### src/rtl/reg_files_pkg.sv
// rtl/reg_files_pkg.sv - shared widths, types and constants for the register file
package reg_files_pkg;

   localparam int DATA_W   = 32;
   localparam int ADDR_W   = 5;
   localparam int NUM_REGS = 2 ** ADDR_W;

   typedef logic [ADDR_W-1:0] reg_addr_t;
   typedef logic [DATA_W-1:0] word_t;

   localparam reg_addr_t REG_ZERO = 5'd0;

endpackage

### src/rtl/reg_files_rd_port.sv
// rtl/reg_files_rd_port.sv - one asynchronous read port with zero-register check
// REGFILE_WB_BYPASS_EN adds a write-through bypass from wb_data when addr matches rwd.
module reg_files_rd_port
   import reg_files_pkg::*;
(
   input  logic              RST,
   input  logic [ADDR_W-1:0] addr,
   input  logic [ADDR_W-1:0] rwd,
   input  logic [DATA_W-1:0] wb_data,
   input  logic [DATA_W-1:0] rf_word,
   output logic [DATA_W-1:0] val
);

   logic hit;

`ifdef REGFILE_WB_BYPASS_EN
   // Forward the value being written back so decode sees it on the same edge.
   assign hit = !RST && (rwd != REG_ZERO) && (addr == rwd);
`else
   logic unused_bypass;
   assign unused_bypass = ^{RST, rwd};
   assign hit = 1'b0;
`endif

   always_comb begin
      if (addr == REG_ZERO)
         val = '0;
      else if (hit)
         val = wb_data;
      else
         val = rf_word;
   end

endmodule

### src/rtl/reg_files.sv
// rtl/reg_files.sv - 32x32 general-purpose register file, two async reads, one sync write
// R0 reads as zero; rwd == 0 encodes "no write".
module reg_files
   import reg_files_pkg::*;
(
   input  logic                CLK,
   input  logic                RST,
   input  logic [2*ADDR_W-1:0] rs_rt,
   input  logic [ADDR_W-1:0]   rwd,
   input  logic [DATA_W-1:0]   wb_data,
   output logic [DATA_W-1:0]   val_rs,
   output logic [DATA_W-1:0]   val_rt
);

   word_t     regs [NUM_REGS];
   reg_addr_t rs_addr;
   reg_addr_t rt_addr;

   assign rs_addr = rs_rt[2*ADDR_W-1:ADDR_W];
   assign rt_addr = rs_rt[ADDR_W-1:0];

   // R0 is cleared on reset and never written, so it stays defined at zero.
   always_ff @(posedge CLK or posedge RST) begin
      if (RST) begin
         for (int i = 0; i < NUM_REGS; i++)
            regs[i] <= '0;
      end else if (rwd != REG_ZERO) begin
         regs[rwd] <= wb_data;
      end
   end

   reg_files_rd_port u_rd_rs (
      .RST     (RST),
      .addr    (rs_addr),
      .rwd     (rwd),
      .wb_data (wb_data),
      .rf_word (regs[rs_addr]),
      .val     (val_rs)
   );

   reg_files_rd_port u_rd_rt (
      .RST     (RST),
      .addr    (rt_addr),
      .rwd     (rwd),
      .wb_data (wb_data),
      .rf_word (regs[rt_addr]),
      .val     (val_rt)
   );

endmodule

### config.mk
export PLATFORM = sky130hd
export DESIGN_NAME = reg_files
export DESIGN_NICKNAME = d
export VERILOG_FILES = /design/src/rtl/reg_files_pkg.sv /design/src/rtl/reg_files_rd_port.sv /design/src/rtl/reg_files.sv
export SDC_FILE = /design/constraint.sdc
export NUM_CORES = 2
export LEC_CHECK = 0
export CAP_MARGIN = 20
export CORE_MARGIN = 5
export CORE_UTILIZATION = 40
export DETAILED_ROUTE_END_ITERATION = 8
export RECOVER_POWER = 25
export SLEW_MARGIN = 20
export SYNTH_ARGS = -nofsm -noshare
export SYNTH_HDL_FRONTEND = slang
export SYNTH_SLANG_ARGS = --single-unit
### constraint.sdc
create_clock -name CLK -period 104.2 [get_ports CLK]
set_input_delay 20.84 -clock CLK [delete_from_list [all_inputs] [get_ports CLK]]
set_output_delay 20.84 -clock CLK [all_outputs]
set_load 0.01 [all_outputs]
Word level (Yosys, flattened, before mapping)
Cells that the tools add are included.
{"block": "classes", "n_reduce_logical": 4, "n_bitwise": 3, "mux": 11, "n_lt_le_gt_ge": 4}
{"cell": "bitwise mux 1024 bit", "n": 1}
{"cell": "binary-select mux 32 bit (select 5 bit)", "n": 2}
{"cell": "two-way mux 32 bit", "n": 7}
{"cell": "demux 32 bit (select 5 bit)", "n": 1}
{"cell": ">= comparator 6 bit, second input constant", "n": 3}
{"cell": "NOT 5 -> 6 bit", "n": 3}
{"cell": "logical NOT 5 bit", "n": 2}
{"cell": "< comparator 6 x 1 -> 1 bit, second input constant", "n": 1}
{"cell": "nonzero test 5 bit", "n": 1}
{"cell": "logical AND 1 bit", "n": 1}
{"block": "totals", "inputBits": 49, "regBits": 1024, "word_cells": 54}

Longest topological paths before layout
{"block": "logic_depth", "ltp_word": 6, "depth_mapped": 8, "ltp_nobuf": 4}

By module
From an unflattened synthesis, not the netlist that was laid out.
{"block": "unflattened", "cells_unflattened": 4685, "hier_area_um2": 56036.2}
{"mod": "reg_files", "cells_per_inst": 4605, "area_each_um2": 55393.1, "instances": 1, "seq_area_each_um2": 25624.6}
{"mod": "reg_files_rd_port", "cells_per_inst": 40, "area_each_um2": 321.6, "instances": 2, "seq_area_each_um2": 0.0}

Worst setup path before layout
No wires, ideal clock.
{"block": "synth_path", "path_type": "in2out", "startpoint": "input rs_rt[5]", "endpoint": "output val_rs[0]", "n_path_buf": 3, "cell_stages": 6, "t_arrival_ns": 22.312, "path_slack_ns": 61.048, "path_cell_list": "buf_6 buf_6 buf_2 mux4_2 a221oi_1 a211oi_1"}
{"block": "synth_via", "elab_chain_len": 5}
{"item": "start: declaration", "line_no": "reg_files.sv:8", "rtl": "input logic [2*ADDR_W-1:0] rs_rt,"}
{"item": "NOT 5 -> 6 bit (not written as such)", "line_no": "reg_files.sv:37", "rtl": ".rf_word (regs[rs_addr]),"}
{"item": "binary-select mux 32 bit (select 5 bit)", "line_no": "reg_files.sv:37"}
{"item": "two-way mux 32 bit (not written as such) (2 in a row)", "line_no": "reg_files.sv:37"}
{"item": "two-way mux 32 bit *", "line_no": "reg_files_rd_port.sv:26", "rtl": "if (addr == REG_ZERO)"}
{"item": "end: declaration", "line_no": "reg_files.sv:11", "rtl": "output logic [DATA_W-1:0] val_rs,"}
Mark *: on every way between the ends. The rest lies on a longest branch, timed or not. The select of a mux whose other input is x is not followed.

Worst setup path in the final report
{"block": "layout_path", "startpoint": "input rs_rt[1]", "endpoint": "output val_rt[19]"}
{"block": "layout_via", "elab_chain_len": 5}
{"item": "NOT 5 -> 6 bit (not written as such)", "line_no": "reg_files.sv:46", "rtl": ".rf_word (regs[rt_addr]),"}
{"item": "binary-select mux 32 bit (select 5 bit)", "line_no": "reg_files.sv:46"}
{"item": "two-way mux 32 bit (not written as such) (2 in a row)", "line_no": "reg_files.sv:46"}
{"item": "two-way mux 32 bit *", "line_no": "reg_files_rd_port.sv:26"}
{"item": "end: declaration", "line_no": "reg_files.sv:12", "rtl": "output logic [DATA_W-1:0] val_rt"}
Marks and branches as above.

==> impl_metrics.env <==
export IMPL_viasPerCell=6.513
export IMPL_gp_congestion=0.7861
export IMPL_synth_top_area_share=0.4689
export IMPL_slew_viol_final=506
export IMPL_rsz0062_at_grt="false"
export IMPL_synth_cell_type_count=39
export IMPL_dp_cells=5312
export IMPL_drive_gt1_frac=0.4601
export IMPL_synthMuxAreaShare=0.4213
export IMPL_clock_fmax_mhz=21.40
export IMPL_critical_path_top_delay_family="buffers and inverters"
export IMPL_synth_cells=3788
export IMPL_critPathBufInv=5
export IMPL_clock_sinks=1024
export IMPL_insertion_delay_ns=0.70
export IMPL_drt_initial_drc_count=3657
export IMPL_yosysSeqAreaShare=0.4689
export IMPL_relSlewSlack=-4.751
export IMPL_post_route_min_period_ns=46.74
export IMPL_slowest_stage="buf_4"
export IMPL_reg_top3="regs (1024)"
export IMPL_cp_common_cell="buf_4"
export IMPL_critPathKind="in -> out"
export IMPL_synth_nets=3837
export IMPL_coreArea_um2=135600
export IMPL_die_w_um=379.6
export IMPL_rows=135
export IMPL_cpPeakStageDelay_ns=0.87
export IMPL_track_usage=0.2527
export IMPL_cts_resized=0
export IMPL_grt_overflow=0
export IMPL_wl_per_cell_um=33.48
export IMPL_fillers=12024
export IMPL_cp_required_ns=83.36
export IMPL_cp_max_fo=64
export IMPL_top_layer_used="met4"
export IMPL_layout_common_cells="mux2_2 (1047), dfrtp_1 (1024), mux4_2 (352)"
export IMPL_vias=35943
export IMPL_post_dp_hpwl_um=95930
export IMPL_status="complete, but fails checks"
export IMPL_synth_area_leader_cell="dfrtp_1"
export IMPL_syn_area_per_cell_um2=14.43
export IMPL_timing_final_crit_share=0.4485
export IMPL_path_clk_slew_ns=0.06
export IMPL_postCtsSetupRepairBufs=0
export IMPL_critical_path_arrival_ns=25.90
export IMPL_grt_max_degree=173
export IMPL_start_kind="input port"
export IMPL_drc=0
export IMPL_met2_length_um=83740
export IMPL_hold_viol=0
export IMPL_ir_drop_mv=0.01285
export IMPL_htreeDepth=3
export IMPL_synth_fa_ha_area_frac=0
export IMPL_dr_pass1_iters=5
export IMPL_wl_met3_um=13570
export IMPL_antenna_left=0
export IMPL_ys_ff_latch=1024
export IMPL_antenna_found_initial=5
export IMPL_end_kind="output pin"
export IMPL_top_register="regs"
export IMPL_die_area_um2=144100
export IMPL_grt_pass1_vias=36480
export IMPL_synth_top_family_by_area="multiplexers"
export IMPL_grt_pass1_wl_um=269900
export IMPL_synth_xor_area_share=0
export IMPL_fin_skew_ns=0
export IMPL_drv_cap=6
export IMPL_cts_buffer_depth=3
export IMPL_wl_met1_um=81110
export IMPL_io_pins=113
export IMPL_violations="capacitance limit, slew limit"
export IMPL_synth_warnings=0
export IMPL_area_growth_pct=10.82
export IMPL_nNetsFinal=3692
export IMPL_start_util=0.4029
export IMPL_setup_violations=0
export IMPL_cp_cell_sequence="buf_8 > buf_4 > buf_4 > buf_4 > mux4_2 > nor2b_1 > a211oi_1 > a311oi_1 > clkdlybuf4s50_1"
export IMPL_fin_cells=5519
export IMPL_die_y_um=379.6
export IMPL_netlist_area_um2=54650
export IMPL_finalSetupTns_ns=0
export IMPL_synth_simple_gate_area_share=0.01951
export IMPL_cts_tree="built"
export IMPL_synth_compound_area_share=0.05113
export IMPL_ctsHoldBuffers=0
export IMPL_p_leak_uw=0.02525
export IMPL_largest_reg_flops=1024
export IMPL_hold_class="reg -> reg"
export IMPL_p_per_area_nw_per_um2=20.51
export IMPL_root_buffer="clkbuf_16"
export IMPL_synth_area_leaders="dfrtp_1 (47%), mux2_2 (22%), mux4_2 (15%)"
export IMPL_routed_wl_um=184800
export IMPL_tightest_slew_ns=8.627
export IMPL_numCtsBuffers=110
export IMPL_portBuffers=112
export IMPL_layout_commonest_cell="mux2_2"
## final timing paths
check | start | to | slack, ns | cells after the start
min in group asynchronous | RST | regs[770] | 22.36 | 2
max reg2reg | regs[696] | regs[696] | 103.37 | 1
max | rs_rt[1] | val_rt[19] | 57.46 | 9
min reg2reg | regs[1015] | regs[1015] | 0.40 | 0
max in group asynchronous | RST | regs[219] | 71.62 | 5
min | regs[1015] | regs[1015] | 0.40 | 0
## where the power goes
| part | switching [µW] | internal [µW] | leakage (µW) |
|---|---|---|---|
| clock network | 169 | 250 | 0.00191 |
| registers | 68.6 | 488 | 0.0126 |
| logic | 106 | 159 | 0.0107 |
| total | 344 | 898 | 0.0252 |
## per-layer routing
metal	GRT usage	up-vias
li1	-	14308
met1	0.3636	19696
met2	0.3890	1585
met3	0.04383	354
met4	0.08551	0
met5	0	-
## logic make-up (layout without fill, tap and decap cells)
| group | Yosys count | count (layout) |
|---|---|---|
| muxes | 1728 | 1728 |
| other | 0 | 2 |
| DFF | 1024 | 1024 |
| AOI/OAI and AO/OA | 373 | 373 |
| and+or+nand+nor | 215 | 215 |
| buffers and inverters | 448 | 396 |
## cells in the mapped netlist (all sizes together)
| cell type | instances |
|---|---|
| nor2 | 18 |
| dfrtp | 1024 |
| a311oi | 32 |
| o2111ai | 11 |
| nand4 | 32 |
| a211oi | 64 |
| or2 | 1 |
| a21oi | 32 |
| nand3b | 4 |
| or4 | 1 |
| mux2 | 1056 |
| buf | 202 |
| o21ai | 53 |
| clkbuf | 243 |
| or3 | 2 |
| a22oi | 64 |
| mux2i | 320 |
| o221ai | 64 |
| and3 | 1 |
| nor3 | 1 |
| nor3b | 3 |
| nand2b | 6 |
| nand3 | 5 |
| or3b | 2 |
| and2 | 2 |
| nor2b | 39 |
| nand2 | 98 |
| a221oi | 53 |
| inv | 3 |
| mux4 | 352 |
## per-stage QoR
step / worst slack [ns] / hold slack (ns) / power, µW / utilization / instance area (µm²)
3_3_place_gp: 57.47 / 0.3776 / 817.8 / 0.4188 / 56810
5_1_grt: 57.26 / 0.4031 / 1295 / 0.4465 / 60560
6_report: 57.46 / 0.3982 / 1242 / 0.4465 / 60560
2_1_floorplan: 54.54 / 0.4413 / 748.2 / - / 54650
3_5_place_dp: 57.48 / 0.3859 / 825.9 / 0.4188 / 56800
4_1_cts: 57.46 / 0.3998 / 1246 / 0.4472 / 60650
## cell type report
type	count	area (µm²)	area share
multi-input combinational	2316	27180	0.4489
sequential	1024	25620	0.4231
clock buffer	168	3314	0.05473
tap	1781	2228	0.03680
timing repair buffer	188	1657	0.02735
clock inverter	37	533.0	0.008801
inverter	3	15.01	0.0002479
antenna	2	5.005	0.00008264
Note: power is estimated with default switching activity, not from simulation.
